$ cat config.mk
export PLATFORM = sky130hd
export DESIGN_NAME = coordinate_reader
export DESIGN_NICKNAME = d
export VERILOG_FILES = /design/src/rtl/coordinate_reader.sv
export SDC_FILE = /design/constraint.sdc
export NUM_CORES = 1
export LEC_CHECK = 0
export CORE_MARGIN = 10
export CORE_UTILIZATION = 51
export CTS_CLUSTER_DIAMETER = 60
export CTS_CLUSTER_SIZE = 24
export DETAILED_ROUTE_END_ITERATION = 8
export PLACE_DENSITY = 0.74
export SYNTH_ARGS = -nofsm -noshare
export SYNTH_HDL_FRONTEND = slang
export SYNTH_SLANG_ARGS = --single-unit
$ cat constraint.sdc
create_clock -name clk -period 2.7 [get_ports clk]
set_input_delay 0.27 -clock clk [delete_from_list [all_inputs] [get_ports clk]]
set_output_delay 0.27 -clock clk [all_outputs]
set_load 0.02 [all_outputs]
$ cat src/rtl/coordinate_reader.sv
// -----------------------------------------------------------------------------
// coordinate_reader
//
// Reads N (x,y) pairs back from the coordinate RAMs (XMEM/YMEM) in index order
// and presents them to the path engine as a valid/ready stream.
//
// A small FIFO decouples the one-cycle RAM read latency from downstream
// backpressure. Reads are only issued while (FIFO occupancy + reads in flight)
// is below FIFO_DEPTH. Every issued read therefore already owns a FIFO slot
// when its data returns, and no coordinate is ever dropped or duplicated.
//
// Ports
//   clk, reset            system clock, asynchronous active-high reset
//   start                 begin readback (sampled only while idle)
//   abort                 synchronous flush back to idle, no done pulse
//   coord_count           number of pairs to read, latched on an accepted start
//   xmem_address,
//   ymem_address          RAM read address (both always equal)
//   mem_rden              read strobe to both RAMs
//   xmem_q, ymem_q        RAM read data, valid one cycle after mem_rden
//   coord_valid/ready     output stream handshake
//   coord_x/y/index/last  beat payload, taken from the FIFO head
//   busy                  high whenever not idle
//   done                  one-cycle pulse after the final beat is accepted
// -----------------------------------------------------------------------------
module coordinate_reader #(
    parameter int ADDR_W     = 8,
    parameter int DATA_W     = 8,
    parameter int FIFO_DEPTH = 4
) (
    input  logic              clk,
    input  logic              reset,
    input  logic              start,
    input  logic              abort,
    input  logic [ADDR_W:0]   coord_count,
    output logic [ADDR_W-1:0] xmem_address,
    output logic [ADDR_W-1:0] ymem_address,
    output logic              mem_rden,
    input  logic [DATA_W-1:0] xmem_q,
    input  logic [DATA_W-1:0] ymem_q,
    output logic              coord_valid,
    input  logic              coord_ready,
    output logic [DATA_W-1:0] coord_x,
    output logic [DATA_W-1:0] coord_y,
    output logic [ADDR_W-1:0] coord_index,
    output logic              coord_last,
    output logic              busy,
    output logic              done
);

    localparam int PTR_W   = $clog2(FIFO_DEPTH);
    localparam int CNT_W   = PTR_W + 1;
    localparam int ENTRY_W = 2 * DATA_W + ADDR_W + 1;

    localparam logic [CNT_W-1:0]  DEPTH_C   = CNT_W'(FIFO_DEPTH);
    localparam logic [CNT_W-1:0]  CNT_ONE   = CNT_W'(1);
    localparam logic [PTR_W-1:0]  PTR_ONE   = PTR_W'(1);
    localparam logic [ADDR_W:0]   ISSUE_ONE = (ADDR_W + 1)'(1);

    typedef enum logic [1:0] {
        S_IDLE,
        S_FETCH,
        S_DRAIN,
        S_DONE
    } state_t;

    state_t state_q, state_d;

    // Readback bookkeeping. issue_ptr is one bit wider than the address so a
    // full 2^ADDR_W readback terminates without wrapping back to index 0.
    logic [ADDR_W:0]   count_q;
    logic [ADDR_W:0]   issue_ptr_q;

    // Tag of the read currently in flight; travels with the returning data.
    logic              inflight_q;
    logic [ADDR_W-1:0] rd_idx_q;
    logic              rd_last_q;

    // Output FIFO
    logic [ENTRY_W-1:0] fifo_mem_q [FIFO_DEPTH];
    logic [PTR_W-1:0]   wr_ptr_q;
    logic [PTR_W-1:0]   rd_ptr_q;
    logic [CNT_W-1:0]   fifo_count_q, fifo_count_d;
    logic [ENTRY_W-1:0] head;

    logic credit_ok;
    logic issue;
    logic push;
    logic pop;

    // ------------------------------------------------------------------
    // Datapath control
    // ------------------------------------------------------------------
    // Credits cover both buffered entries and the read whose data is still
    // on its way back, so the FIFO can never overflow.
    assign credit_ok = (fifo_count_q + CNT_W'(inflight_q)) < DEPTH_C;

    // abort suppresses the strobe so nothing new is launched while flushing.
    assign issue = (state_q == S_FETCH) && !abort && (issue_ptr_q != count_q) && credit_ok;

    // Returning data is only captured if it was not cancelled by an abort.
    assign push = inflight_q && !abort;
    assign pop  = coord_valid && coord_ready && !abort;

    always_comb begin
        fifo_count_d = fifo_count_q;
        if (abort) begin
            fifo_count_d = '0;
        end else if (push && !pop) begin
            fifo_count_d = fifo_count_q + CNT_ONE;
        end else if (pop && !push) begin
            fifo_count_d = fifo_count_q - CNT_ONE;
        end
    end

    // ------------------------------------------------------------------
    // FSM: state register
    // ------------------------------------------------------------------
    always_ff @(posedge clk or posedge reset) begin
        if (reset) begin
            state_q <= S_IDLE;
        end else begin
            state_q <= state_d;
        end
    end

    // ------------------------------------------------------------------
    // FSM: next state
    // ------------------------------------------------------------------
    always_comb begin
        state_d = state_q;
        if (abort) begin
            state_d = S_IDLE;
        end else begin
            case (state_q)
                S_IDLE: begin
                    if (start) begin
                        state_d = (coord_count == '0) ? S_DONE : S_FETCH;
                    end
                end
                S_FETCH: begin
                    if (issue && ((issue_ptr_q + ISSUE_ONE) == count_q)) begin
                        state_d = S_DRAIN;
                    end
                end
                S_DRAIN: begin
                    // Using the next occupancy lets DONE follow the final
                    // transfer by exactly one cycle.
                    if ((fifo_count_d == '0) && !inflight_q) begin
                        state_d = S_DONE;
                    end
                end
                S_DONE: begin
                    state_d = S_IDLE;
                end
                default: begin
                    state_d = S_IDLE;
                end
            endcase
        end
    end

    // ------------------------------------------------------------------
    // FSM: outputs
    // ------------------------------------------------------------------
    always_comb begin
        busy     = (state_q != S_IDLE);
        done     = (state_q == S_DONE);
        mem_rden = issue;
    end

    // ------------------------------------------------------------------
    // Issue / in-flight / FIFO pointer registers
    // ------------------------------------------------------------------
    always_ff @(posedge clk or posedge reset) begin
        if (reset) begin
            count_q      <= '0;
            issue_ptr_q  <= '0;
            inflight_q   <= 1'b0;
            rd_idx_q     <= '0;
            rd_last_q    <= 1'b0;
            wr_ptr_q     <= '0;
            rd_ptr_q     <= '0;
            fifo_count_q <= '0;
        end else begin
            fifo_count_q <= fifo_count_d;
            inflight_q   <= issue;
            if (abort) begin
                wr_ptr_q <= '0;
                rd_ptr_q <= '0;
            end else begin
                // The count is captured only on an accepted start, so changes
                // on coord_count during a readback have no effect.
                if ((state_q == S_IDLE) && start) begin
                    count_q     <= coord_count;
                    issue_ptr_q <= '0;
                end
                if (issue) begin
                    issue_ptr_q <= issue_ptr_q + ISSUE_ONE;
                    rd_idx_q    <= issue_ptr_q[ADDR_W-1:0];
                    rd_last_q   <= (issue_ptr_q == (count_q - ISSUE_ONE));
                end
                if (push) begin
                    wr_ptr_q <= wr_ptr_q + PTR_ONE;
                end
                if (pop) begin
                    rd_ptr_q <= rd_ptr_q + PTR_ONE;
                end
            end
        end
    end

    // FIFO storage has no reset: every read of it is qualified by occupancy.
    always_ff @(posedge clk) begin
        if (push) begin
            fifo_mem_q[wr_ptr_q] <= {xmem_q, ymem_q, rd_idx_q, rd_last_q};
        end
    end

    assign head = fifo_mem_q[rd_ptr_q];

    // ------------------------------------------------------------------
    // Output assignments
    // ------------------------------------------------------------------
    assign xmem_address = issue_ptr_q[ADDR_W-1:0];
    assign ymem_address = issue_ptr_q[ADDR_W-1:0];

    assign coord_valid = (fifo_count_q != '0);

    // Payload is forced to zero when nothing is buffered, so uninitialised
    // FIFO storage is never visible on the stream.
    assign coord_x     = coord_valid ? head[ENTRY_W-1 -: DATA_W]          : '0;
    assign coord_y     = coord_valid ? head[ENTRY_W-DATA_W-1 -: DATA_W]   : '0;
    assign coord_index = coord_valid ? head[ADDR_W:1]                     : '0;
    assign coord_last  = coord_valid ? head[0]                            : 1'b0;

endmodule

==> impl_summary.log, run 1 <==
INFO  metric result_of_the_run = completed
INFO  metric numCtsBuffers = 17
INFO  metric vias_in_the_first_global_route = between 3000 and 4000
INFO  metric number_of_vias_per_cell_after_detailed_routing = 5.34
INFO  metric antenna_violations_before_repair = 0
INFO  metric drtPass1Iterations = 5
INFO  metric seq_area_frac_synth = 0.617
INFO  metric detailed_place_hpwl = roughly 8600 um
INFO  metric timing.final.crit_period = 2.58 ns
INFO  metric hold_slack = 0.273 ns
INFO  metric largest_net_degree_at_the_start_of_global_routing = 38
INFO  metric finalNetCount = 573
INFO  metric port-buffer-count = 74
INFO  metric filler_cell_count = 914
INFO  metric yosys_register_bits = ~140
INFO  metric row_count = 40
INFO  metric worst_ir_drop_vdd = 0.457 mV
INFO  metric gr-total-overflow = 0
INFO  metric crit_type = flop to primary output
INFO  metric fin_ws = 0.117 ns
INFO  metric post_syn_area = 6370 um^2
INFO  metric critical_path_peak_fanout = 11
INFO  metric drt_drc_violations_left = 0
INFO  metric fmax = 387 MHz
INFO  metric drt_iter0_drc = roughly 300
INFO  metric asyncSetResetFlopFracSynth = 0.270
INFO  metric synth-main-ff-cell = edfxtp_1
INFO  metric postRouteWirelength = between 10000 and 15000 um
INFO  metric num_io_pins = 75
INFO  metric clockBufferDepth = 2
INFO  metric synth_edf_count = 100
INFO  metric finalInstanceArea = 7820 um^2
INFO  metric clock_root_buffer = clkbuf_16
INFO  metric grt_usage = 0.155
INFO  metric htreeDepth = 4
INFO  metric setup_violations = 0
INFO  metric antenna_cells = 0
INFO  metric final.period_utilization = 0.957
INFO  metric post_synth_num_cell_types = 51
INFO  metric wire_length_of_the_first_global_routing_pass = 21400 um
INFO  metric power.total = 7.53 mW
INFO  metric final-instance-count-excl-fill = 709
INFO  metric timing.max_cap.violations = 0
INFO  metric r2r_start = issue_ptr_q[1]$_DFFE_PP0P_
INFO  metric dp_slack = ~0.36 ns
INFO  metric routed_wire_length_per_instance = 18.2 um
INFO  metric rr_endpoint = state_q[1]$_DFFE_PP0P_
INFO  metric worstMarginPinSlew = between 0.5 and 0.6 ns
INFO  metric cts_tree = built
INFO  metric worst_clock_skew = about 0.009 ns
INFO  metric cp-start-kind = flop
INFO  metric critical_path_required = between 2 and 2.5 ns
INFO  metric finish.utilization = 0.646
INFO  metric finalHoldViolCount = 0
INFO  metric gp_congestion = roughly 0.94
INFO  metric worst-r2r-cell-count = 6
INFO  metric fraction_of_layout_instances_using_a_drive_strength_above_1 = 0.152
INFO  metric worstSetupEndpointType = primary output
INFO  metric slew_headroom = 0.626
INFO  metric crit_arrival = 2.31 ns
INFO  metric grt_setup_unrepaired = no
INFO  metric ff2ff_setup_slack = approximately 0.33 ns
INFO  metric num_vias = approximately 3800
INFO  metric postSynthAreaPerCell = 14.0 um^2
INFO  metric postRouteAntennaNets = 0
INFO  metric ys.warnings.count = 0
INFO  metric clkSlewWorstSetupHoldPaths = 0.06 ns
INFO  metric die-area = 17400 um^2
INFO  metric number_of_clock_sinks = roughly 140
INFO  metric chip_height = 132 um
INFO  metric clk_latency = 0.41 ns
INFO  metric placed_area = 7280 um^2
INFO  metric holdBufCountCts = 0
INFO  metric cellLeakagePower = approximately 2.8 nW
INFO  metric synthesis.instances = between 400 and 500
INFO  metric final-max-slew-violation-count = 0
INFO  metric layout_stage_area_growth_over_the_synthesis_result = 22.8%
INFO  metric fin_setup_tns = 0 ns
INFO  metric floorplan.initialDensity = 0.526
INFO  metric dpl.cell_count = a little under 700
INFO  metric synth_fp_nets = 499
INFO  metric die_x = about 130 um
INFO  metric power_density = 963 nW/um^2
INFO  metric core_region_area = 12100 um^2
INFO  metric type_of_the_worst_min_delay_path = primary input to asynchronous set/reset pin
## flip-flops by register name, indices dropped and copies added (netlist names)
register / flops
inflight_q: 1
wr_ptr_q: 2
fifo_count_q: 3
rd_last_q: 1
issue_ptr_q: 9
state_q: 2
count_q: 9
fifo_mem_q: 100
rd_idx_q: 8
rd_ptr_q: 2
## final cells by class
cell class                 instances  area, um^2  area share
sequential                       137        3930       0.503
multi-input combinational        262        2150       0.275
tap                              168         210      0.0269
timing repair buffer              96         967       0.124
clock inverter                     6        50.0     0.00640
clock buffer                      25         455      0.0582
inverter                          15        56.3     0.00720
## worst max-delay path, stage by stage (launching register included)
cell and delay, ns:
dfrtp_2 0.47, buf_12 0.19, mux4_2 0.51, and2_1 0.19
clkdlybuf4s50_1 0.54
## repair_timing
item                                    CTS  global route
gates resized for setup                   2             1
setup buffers                             0             3
endpoints found under the setup margin    1             8
pin swaps                                 0             0
hold endpoints to repair                  0             0
## cells in the mapped netlist (all sizes together), types with 2 or more instances
cell | count | area [um^2]
a211oi | 2 | 15.0
a21oi | 4 | 20.0
a31oi | 2 | 12.5
and2 | 31 | 194
and3 | 2 | 12.5
and4 | 2 | 17.5
buf | 34 | 215
clkbuf | 7 | 26.3
dfrtp | 37 | 926
edfxtp | 100 | 3000
ha | 14 | 175
inv | 14 | 52.6
mux2 | 9 | 101
mux2i | 3 | 30.0
mux4 | 25 | 563
nand2 | 41 | 154
nand2b | 2 | 12.5
nand3 | 12 | 60.1
nand4 | 6 | 37.5
nor2 | 18 | 67.6
nor2b | 5 | 31.3
nor3 | 6 | 30.0
nor4b | 2 | 23.8
o21a | 2 | 15.0
o21ai | 23 | 115
o221ai | 2 | 17.5
o31ai | 3 | 22.5
or2 | 3 | 18.8
xnor2 | 16 | 140
xor2 | 12 | 105
## where the power goes
| group | total, mW | internal [mW] | switching, mW | leakage, nW |
|---|---|---|---|---|
| logic | 2.77 | 1.38 | 1.39 | 1.21 |
| registers | 2.75 | 2.48 | 0.261 | 1.39 |
| clock network | 2.01 | 1.24 | 0.764 | 0.243 |
## cells in the final DEF, fill, tap and decap left out, drive strengths merged, types with 2 or more instances in the layout
cell           count
o221ai             2
inv               14
nor4b              2
nor3               6
ha                14
nand2b             2
o21ai             23
clkdlybuf4s50     73
and3               2
o21a               2
nor2b              5
buf               22
or2                3
edfxtp           100
nor2              18
nand2             41
xor2              12
dfrtp             37
a21oi              4
nand3             12
nand4              6
a211oi             2
and4               2
mux2i              3
a31oi              2
xnor2             16
mux4              25
and2              31
clkinv             6
o31ai              3
mux2               9
clkbuf            25
## logic make-up (layout without fill, tap and decap cells)
kind of cell | count (synthesis) | in the layout | synth area share
xor+xnor | 28 | 28 | 0.0385
mux | 37 | 37 | 0.109
simple gates | 134 | 134 | 0.109
buf+inv | 56 | 142 | 0.0468
compound gates | 49 | 49 | 0.0525
flops | 137 | 137 | 0.617
fa+ha+maj | 14 | 14 | 0.0275
## metal layers
| layer | vias up | track usage | wire [um] |
|---|---|---|---|
| met2 | 125 | 0.240 | 6320 |
| met1 | 1845 | 0.194 | 5550 |
| met5 | - | 0 | 0 |
| met3 | 16 | 0.0560 | 808 |
| li1 | 1798 | - | - |
| met4 | 0 | 0.0637 | 188 |
## worst max-delay path by stage
stage | start | to | slack, ns | cells after the start
floorplan | fifo_count_q[0]$_DFF_PP0_ | state_q[0]$_DFFE_PP0P_ | 0.73 | 9
global placement | issue_ptr_q[7]$_DFFE_PP0P_ | mem_rden | 0.47 | 5
detailed placement | issue_ptr_q[1]$_DFFE_PP0P_ | state_q[1]$_DFFE_PP0P_ | 0.36 | 6
CTS | rd_ptr_q[0]$_DFFE_PP0P_ | coord_index[3] | 0.03 | 4
global route | rd_ptr_q[0]$_DFFE_PP0P_ | coord_index[3] | 0.03 | 4
finish | rd_ptr_q[0]$_DFFE_PP0P_ | coord_index[3] | 0.12 | 4
No activity file was read; power rests on OpenSTA's default activity.
==> run 2: changes to the inputs <==
--- a/config.mk
+++ b/config.mk
@@ -10,6 +10,7 @@
 export CTS_CLUSTER_DIAMETER = 60
 export CTS_CLUSTER_SIZE = 24
 export DETAILED_ROUTE_END_ITERATION = 8
+export MAX_ROUTING_LAYER = met4
 export PLACE_DENSITY = 0.74
 export SYNTH_ARGS = -nofsm -noshare
 export SYNTH_HDL_FRONTEND = slang
==> impl_summary.log, run 2 (same netlist as run 1, synthesis figures left out) <==
INFO  metric critical_path_peak_fanout = 11 (unchanged)
INFO  metric setup_violations = 0 (unchanged)
INFO  metric timing.final.crit_period = 2.58 ns (-0.00728 ns)
INFO  metric wl_met2 = 6380 um (+0.92%)
INFO  metric cts_tree = built
INFO  metric gr-total-overflow = 0 (unchanged)
INFO  metric critical_path_required = 2.43 ns (about the same)
INFO  metric filler_cell_count = 918 (+0.44%)
INFO  metric cp-start-kind = flop
INFO  metric worstMarginPinSlew = 0.501 ns (-0.0522 ns)
INFO  metric number_of_vias_per_cell_after_detailed_routing = 5.40 (+1.2%)
INFO  metric clk_latency = 0.42 ns (about the same)
INFO  metric reg_top3 = fifo_mem_q: 100 flops, count_q: 9 flops, issue_ptr_q: 9 flops
INFO  metric final-max-slew-violation-count = 0 (unchanged)
INFO  metric gp_congestion = 0.948 (+1.1%)
INFO  metric highest_layer = met4
INFO  metric multi_input_comb_area = 2140 um^2 (-0.35%)
INFO  metric largest_net_degree_at_the_start_of_global_routing = 38 (unchanged)
INFO  metric regMostFlops = fifo_mem_q
INFO  metric clkSlewWorstSetupHoldPaths = 0.06 ns (about the same)
INFO  metric final.period_utilization = 0.954 (-0.00270)
INFO  metric clock_root_buffer = clkbuf_16
INFO  metric postRouteAntennaNets = 0 (unchanged)
INFO  metric worst_ir_drop_vdd = 0.527 mV (+15%)
INFO  metric htreeDepth = 4 (unchanged)
INFO  metric num_vias = 3834 (+1.3%)
INFO  metric final-instance-count-excl-fill = 710 (+0.14%)
INFO  metric floorplan.initialDensity = 0.526 (unchanged)
INFO  metric fmax = 388 MHz (+0.28%)
INFO  metric layout_stage_area_growth_over_the_synthesis_result = 23.9%
INFO  metric result_of_the_run = completed
INFO  metric num_io_pins = 75 (unchanged)
INFO  metric worst_clock_skew = 0.00674 ns (-0.00234 ns)
INFO  metric register_area = 3930 um^2 (about the same)
INFO  metric port-buffer-count = 74 (unchanged)
INFO  metric drtPass1Iterations = 5 (unchanged)
INFO  metric mostFrequentLayoutCell = edfxtp_1
INFO  metric largest_register_ff_count = 100 (unchanged)
INFO  metric clockBufferDepth = 2 (unchanged)
INFO  metric most-common-layout-cells = 100 x edfxtp_1, 73 x clkdlybuf4s50_1, 41 x nand2_1, 36 x dfrtp_1, 31 x and2_1
INFO  metric crit_type = flop to primary output
INFO  metric vias_in_the_first_global_route = 3985 (-0.10%)
INFO  metric rr_endpoint = issue_ptr_q[3]$_DFFE_PP0P_
INFO  metric hold_slack = 0.274 ns (+0.000778 ns)
INFO  metric routed_wire_length_per_instance = 18.3 um (+0.95%)
INFO  metric postRouteWirelength = 13000 um (+1.1%)
INFO  metric timing.max_cap.violations = 0 (unchanged)
INFO  metric fin_setup_tns = 0 ns (unchanged)
INFO  metric crit_arrival = 2.31 ns (about the same)
INFO  metric r2r_start = issue_ptr_q[7]$_DFFE_PP0P_
INFO  metric wire_length_of_the_first_global_routing_pass = 21100 um (-1.5%)
INFO  metric met3_wirelength = 496 um (-39%)
INFO  metric grt_usage = 0.157 (+0.00235)
INFO  metric antenna_cells = 0 (unchanged)
INFO  metric finalNetCount = 573 (unchanged)
INFO  metric chip_height = 132 um (unchanged)
INFO  metric power_density = 987 nW/um^2 (+2.5%)
INFO  metric grt_setup_unrepaired = no
INFO  metric antenna_violations_before_repair = 0 (unchanged)
INFO  metric detailed_place_hpwl = 8740 um (+1.3%)
INFO  metric drt_drc_violations_left = 0 (unchanged)
INFO  metric core_region_area = 12100 um^2 (unchanged)
INFO  metric dpl.cell_count = 675 (unchanged)
INFO  metric type_of_the_worst_min_delay_path = primary input to asynchronous set/reset pin
INFO  metric worstSetupEndpointType = primary output
INFO  metric slew_headroom = 0.661 (+0.0353)
INFO  metric numCtsBuffers = 17 (unchanged)
INFO  metric cellLeakagePower = 2.87 nW (+1.1%)
INFO  metric ff2ff_setup_slack = 0.41 ns (+0.08 ns)
INFO  metric worst-r2r-cell-count = 7 (+1)
INFO  metric drt_iter0_drc = 335 (+10%)
INFO  metric finish.utilization = 0.651 (+0.00579)
INFO  metric die-area = 17400 um^2 (unchanged)
INFO  metric number_of_clock_sinks = 137 (unchanged)
INFO  metric route.layer.met1.wl = 5740 um (+3.4%)
INFO  metric die_x = 132 um (unchanged)
INFO  metric row_count = 40 (unchanged)
INFO  metric finalHoldViolCount = 0 (unchanged)
INFO  metric power.total = 7.78 mW (+3.4%)
INFO  metric fraction_of_layout_instances_using_a_drive_strength_above_1 = 0.161 (+0.00895)
## run 2: worst max-delay path, cell delays in order (launching register included)
cell	delay, ns
dfrtp_2	0.45
buf_12	0.18
mux4_2	0.50
and2_1	0.19
clkdlybuf4s50_1	0.55
## run 2: area by class of cell
class	count	area share
Clock buffer	18	0.0544
Clock inverter	14	0.0197
Inverter	15	0.00714
Multi-Input combinational cell	262	0.271
Sequential cell	137	0.498
Tap cell	168	0.0266
Timing Repair Buffer	96	0.123
## run 2: per-layer routing
layer  GRT usage  up-vias
li1            -     1803
met1       0.192     1883
met2       0.240      119
met3      0.0343       29
met4      0.0884        0
met5           -        -
## run 2: stage by stage
stage                     cell area (um^2)  setup slack [ns]
final                                 7890             0.124
after global routing                  7890           0.00789
after CTS                             7870           0.00648
after detailed placement              7280             0.410
after global placement                7280             0.469
after floorplan                       6370             0.733
## run 2: how the worst max path moves through the flow
| stage | start | endpoint | slack [ns] |
|---|---|---|---|
| 5_1_grt | fifo_count_q[0]$_DFF_PP0_ | coord_index[3] | 0.008 |
| 3_5_place_dp | issue_ptr_q[1]$_DFFE_PP0P_ | state_q[1]$_DFFE_PP0P_ | 0.41 |
| 4_1_cts | rd_ptr_q[0]$_DFFE_PP0P_ | coord_index[3] | 0.006 |
| 2_1_floorplan | fifo_count_q[0]$_DFF_PP0_ | state_q[0]$_DFFE_PP0P_ | 0.73 |
| 6_report | rd_ptr_q[0]$_DFFE_PP0P_ | coord_index[5] | 0.12 |
| 3_3_place_gp | issue_ptr_q[7]$_DFFE_PP0P_ | mem_rden | 0.47 |
## run 2: repair_timing
action                                 CTS  global route
buffers inserted                         0             3
endpoints found under the hold margin    0             0
setup endpoints to repair                1            15
hold buffers                             0             0
gates resized for setup                  1             0
## run 2: power by group
| group | switching, mW | leakage, nW | internal, mW |
|---|---|---|---|
| Combinational | 1.39 | 1.20 | 1.38 |
| Sequential | 0.258 | 1.39 | 2.48 |
| Clock | 0.843 | 0.278 | 1.44 |
| Total | 2.49 | 2.87 | 5.30 |
